File: config.mk
export PLATFORM = sky130hd
export DESIGN_NAME = morse_letter_decoder
export DESIGN_NICKNAME = d
export VERILOG_FILES = /design/src/rtl/morse_letter_decoder.sv
export SDC_FILE = /design/constraint.sdc
export NUM_CORES = 1
export LEC_CHECK = 0
export CAP_MARGIN = 10
export CORE_MARGIN = 2
export CORE_UTILIZATION = 53
export DETAILED_ROUTE_END_ITERATION = 10
export PLACE_DENSITY = 0.73
export SYNTH_ARGS = -nofsm -noshare
export SYNTH_HDL_FRONTEND = slang
export SYNTH_SLANG_ARGS = --single-unit
File: constraint.sdc
create_clock -name clock -period 3.08 [get_ports clock]
set_clock_uncertainty 0.15 [all_clocks]
set_input_delay 0.616 -clock clock [delete_from_list [all_inputs] [get_ports clock]]
set_output_delay 0.616 -clock clock [all_outputs]
set_load 0.1 [all_outputs]
File: src/rtl/morse_letter_decoder.sv
// morse_letter_decoder: times key marks/spaces in ticks, classifies dots/dashes, decodes letters A-Z
module morse_letter_decoder #(
    parameter int DOT_MAX    = 2,
    parameter int LETTER_GAP = 3
) (
    input  logic       clock,
    input  logic       reset,
    input  logic       tick,
    input  logic       key,
    output logic       letter_valid,
    output logic [4:0] letter,
    output logic [2:0] symbol_count,
    output logic       busy
);
    localparam logic [1:0] IDLE  = 2'd0;
    localparam logic [1:0] MARK  = 2'd1;
    localparam logic [1:0] SPACE = 2'd2;
    localparam logic [7:0] DOT_LIM = 8'(DOT_MAX);
    localparam logic [7:0] GAP_LIM = 8'(LETTER_GAP);

    logic [1:0] state;
    logic [7:0] mark_cnt, gap_cnt;
    logic [3:0] pattern;
    logic       overflow;
    logic [4:0] decoded;

    assign busy = state != IDLE;

    // Shorter letters keep zeros above their symbols, so count+pattern is a unique key
    always_comb begin
        decoded = 5'd31;
        if (!overflow)
            case ({symbol_count, pattern})
                {3'd1, 4'b0000}: decoded = 5'd4;
                {3'd1, 4'b0001}: decoded = 5'd19;
                {3'd2, 4'b0001}: decoded = 5'd0;
                {3'd2, 4'b0000}: decoded = 5'd8;
                {3'd2, 4'b0011}: decoded = 5'd12;
                {3'd2, 4'b0010}: decoded = 5'd13;
                {3'd3, 4'b0100}: decoded = 5'd3;
                {3'd3, 4'b0110}: decoded = 5'd6;
                {3'd3, 4'b0101}: decoded = 5'd10;
                {3'd3, 4'b0111}: decoded = 5'd14;
                {3'd3, 4'b0010}: decoded = 5'd17;
                {3'd3, 4'b0000}: decoded = 5'd18;
                {3'd3, 4'b0001}: decoded = 5'd20;
                {3'd3, 4'b0011}: decoded = 5'd22;
                {3'd4, 4'b1000}: decoded = 5'd1;
                {3'd4, 4'b1010}: decoded = 5'd2;
                {3'd4, 4'b0010}: decoded = 5'd5;
                {3'd4, 4'b0000}: decoded = 5'd7;
                {3'd4, 4'b0111}: decoded = 5'd9;
                {3'd4, 4'b0100}: decoded = 5'd11;
                {3'd4, 4'b0110}: decoded = 5'd15;
                {3'd4, 4'b1101}: decoded = 5'd16;
                {3'd4, 4'b0001}: decoded = 5'd21;
                {3'd4, 4'b1001}: decoded = 5'd23;
                {3'd4, 4'b1011}: decoded = 5'd24;
                {3'd4, 4'b1100}: decoded = 5'd25;
                default:         decoded = 5'd31;
            endcase
    end

    always_ff @(posedge clock) begin
        if (reset) begin
            state        <= IDLE;
            mark_cnt     <= '0;
            gap_cnt      <= '0;
            pattern      <= '0;
            overflow     <= 1'b0;
            symbol_count <= '0;
            letter       <= '0;
            letter_valid <= 1'b0;
        end else begin
            letter_valid <= 1'b0;
            if (tick)
                case (state)
                    IDLE: if (key) begin
                        state    <= MARK;
                        mark_cnt <= 8'd1;
                    end
                    MARK: if (key) begin
                        mark_cnt <= (mark_cnt == 8'd255) ? mark_cnt : mark_cnt + 8'd1;
                    end else begin
                        if (symbol_count < 3'd4) begin
                            pattern      <= {pattern[2:0], mark_cnt > DOT_LIM};
                            symbol_count <= symbol_count + 3'd1;
                        end else
                            overflow <= 1'b1;
                        state   <= SPACE;
                        gap_cnt <= 8'd1;
                    end
                    SPACE: if (key) begin
                        state    <= MARK;
                        mark_cnt <= 8'd1;
                        gap_cnt  <= '0;
                    end else begin
                        gap_cnt <= gap_cnt + 8'd1;
                        if (gap_cnt + 8'd1 == GAP_LIM) begin
                            letter_valid <= 1'b1;
                            letter       <= decoded;
                            pattern      <= '0;
                            symbol_count <= '0;
                            overflow     <= 1'b0;
                            state        <= IDLE;
                        end
                    end
                    default: state <= IDLE;
                endcase
        end
    end
endmodule

==> metrics.csv <==
metric,value,unit
Via Count,2247,
placer congestion estimate,0.9387,
Critical-path top delay cell,clkdlybuf4s50_1,
share of the synthesized area in the top cell type,32.28,%
CTS root buf,clkbuf_8,
dpl hpwl,4175,um
Rows,23,
crit-path cells,clkdlybuf4s50_1 > buf_4 > nor3b_1 > and2_4 > buf_4 > and3_1 > buf_4 > nor3_4 > o21ba_2 > a211oi_1 > a21o_1,
TritonCTS Buffers,5,
Yosys top cell by area,dfxtp_1,
post-CTS setup buffers,0,
RSZ-0062 raised after global routing,no,
die area,4872,sq um
CP max stage delay,0.44,ns
width of the die,69.80,um
VDD IR max,250.0,uV
first-pass GRT wire length,9811,um
share of cells above drive strength 1,28.99,%
antenna cell count,0,
"Setup violations, final",0,
Final period util,94.46,%
Sink Count,37,
Final Instance Area,2975,sq um
Vias per Instance,5.689,
Nets,360,
Bufs on Longest Clock Path,2,
Seq cells post-synth,37,
largest net degree at the start of global routing,15,
Mean Syn Cell Area,8.052,sq um
Synth cell types,61,
CP startpoint kind,input pin,
FMAX,0.3437,GHz
Mapped Area,2295,sq um
CTS tree,yes,
"Seq/Total Area, Yosys",32.28,%
GR Overflow Total,0,
"EDFF count, synth",0,
ANT nets after route,0,
FF-to-FF path depth,11,
GR Util All Layers,24.49,%
Die H,69.80,um
relative slew slack,65.39,%
number of H-tree levels,2,
min cycle time layout,2.909,ns
PD cells,364.8,nW/um^2
Syn Nets,301,
Hold Slack,0.3451,ns
FF/Latch Area,747.0,sq um
routed wire length,5739,um
Max Cap Violations,0,
core area,4086,sq um
synth top area cells,"dfxtp_1, ha_1, nor2_1, nand2_1, a211oi_1",
Worst-Margin Slew,0.5181,ns
Synth Warn #,0,
Area Growth Syn to Fin,29.66,%
Initial DRC Count,128,
"Clk Latency, worst-skew pair",0.30,ns
Final Power,1.085,mW
drt first pass iters,4,
Critical Path RT,3.18,ns
filler instances,310,
maximum fanout along the worst path,7,
Mapped Cells,285,
PortBufs,13,
worst min path class,reg2reg,
kind of critical path,in2reg,
Final Hold Violating Endpoints,0,
CP startpoint,key,
"CTS clk-pin slew, worst paths",0.08,ns
hold buffers post-CTS,0,
placed cell area,2804,sq um
Lkg Pwr,1.191,nW
DRC errors left,0,
Starting Density,56.15,%
post-synthesis async set-or-reset flop share,0,%
CP Capture Type,register,
number of global-route vias before repair,2098,
IO Pins,14,
FF-to-FF Start,gap_cnt[0]$_SDFFE_PP0P_,
"reg-to-reg slack, setup",0.19,ns
status,"finished, final reports clean",
Synth Flop Type,dfxtp_1,
initial antenna violation count,0,
area of the multi-input gates,1495,sq um
"Slew Viols, Final",0,
wire per inst,14.53,um
most frequent CP cell,buf_4,
WP data arrival,3.01,ns
## report_power, final
group          leakage [nW]  switching [mW]  internal (mW)
Clock                0.0681           0.187          0.322
Combinational         0.822          0.0512         0.0363
Sequential            0.301         0.00642          0.483
Total                  1.19           0.245          0.841
## worst min-delay path by stage
| stage | end | depth (start not counted) |
|---|---|---|
| 3_5_place_dp | letter[3]$_SDFFE_PP0P_ | 2 |
| 4_1_cts | letter[3]$_SDFFE_PP0P_ | 2 |
| 3_3_place_gp | letter[0]$_SDFFE_PP0P_ | 2 |
| 2_1_floorplan | letter[2]$_SDFFE_PP0P_ | 2 |
| 6_report | letter[0]$_SDFFE_PP0P_ | 2 |
| 5_1_grt | letter[0]$_SDFFE_PP0P_ | 2 |
## layout make-up
| class | instances | share of cell area [%] |
|---|---|---|
| inverters | 11 | 1.388 |
| repair buffers | 65 | 16.65 |
| clock buffers | 5 | 2.313 |
| flip-flops and latches | 37 | 25.11 |
| clock inverters | 3 | 2.187 |
| multi-input cells | 224 | 50.25 |
| well taps | 50 | 2.103 |
## worst max-delay path, delay by kind of cell
family                 cells  cell delay [ns]
AOI/OAI and AO/OA          3             0.59
buffers and inverters      4             0.93
and+or+nand+nor            4             0.87
## cell usage after synthesis, types with 3 or more instances
cell type / count
xor2_1: 5
inv_1: 11
a31oi_1: 7
nor4_1: 3
nor2_1: 38
mux2_2: 3
nor2b_1: 4
clkbuf_1: 5
o211ai_1: 3
nor3_1: 9
a21oi_1: 15
buf_2: 4
a211oi_1: 10
nand2_1: 33
xnor2_1: 5
dfxtp_1: 37
nand2b_1: 3
nand4_1: 3
nand3_1: 9
ha_1: 12
nor3b_1: 4
o21ai_0: 9
## layer usage
metal	track usage [%]	share of wire, %	vias up
li1	-	-	1141
met1	32.56	46	1044
met2	41.38	48	54
met3	4.360	4.8	8
met4	5.342	1.2	0
met5	0	0	-
## cells by family after synthesis
logic type                 share of synthesized area, %
and+or+nand+nor                                   29.01
AOI/OAI and AO/OA                                 21.37
DFF                                               32.28
buffers and inverters                             4.635
adders and majority gates                         6.543
xor gates and xnor gates                          3.817
muxes                                             2.345
## stage by stage
| step | instances | setup TNS, ns | utilization [%] | setup WS [ns] |
|---|---|---|---|---|
| 4_1_cts | 395 | 0 | 71.89 | 0.07686 |
| 3_5_place_dp | 387 | -0.5109 | 68.62 | -0.1615 |
| 2_1_floorplan | 285 | 0 | - | 0.0005886 |
| 5_1_grt | 395 | 0 | 72.81 | 0.002784 |
| 6_report | 395 | 0 | 72.81 | 0.1706 |
| 3_3_place_gp | 387 | -0.4079 | 68.62 | -0.1480 |
## layout by cell type, fill, tap and decap left out, types with 4 or more instances in the layout
| cell type | Yosys | final |
|---|---|---|
| buf_4 | 1 | 62 |
| nor2_1 | 38 | 37 |
| dfxtp_1 | 37 | 34 |
| nand2_1 | 33 | 33 |
| a21oi_1 | 15 | 14 |
| inv_1 | 11 | 11 |
| ha_1 | 12 | 11 |
| a211oi_1 | 10 | 10 |
| o21ai_0 | 9 | 9 |
| nand3_1 | 9 | 9 |
| nor3_1 | 9 | 8 |
| a31oi_1 | 7 | 6 |
| xor2_1 | 5 | 5 |
| xnor2_1 | 5 | 5 |
| clkbuf_8 | 0 | 5 |
| nor3b_1 | 4 | 4 |
| nor2b_1 | 4 | 4 |
## what timing repair did
| action | in CTS | in global routing |
|---|---|---|
| resized for setup | 0 | 11 |
| setup endpoints to repair | 0 | 5 |
| endpoints found under the hold margin | 0 | 0 |
No activity file was read; power rests on OpenSTA's default activity.
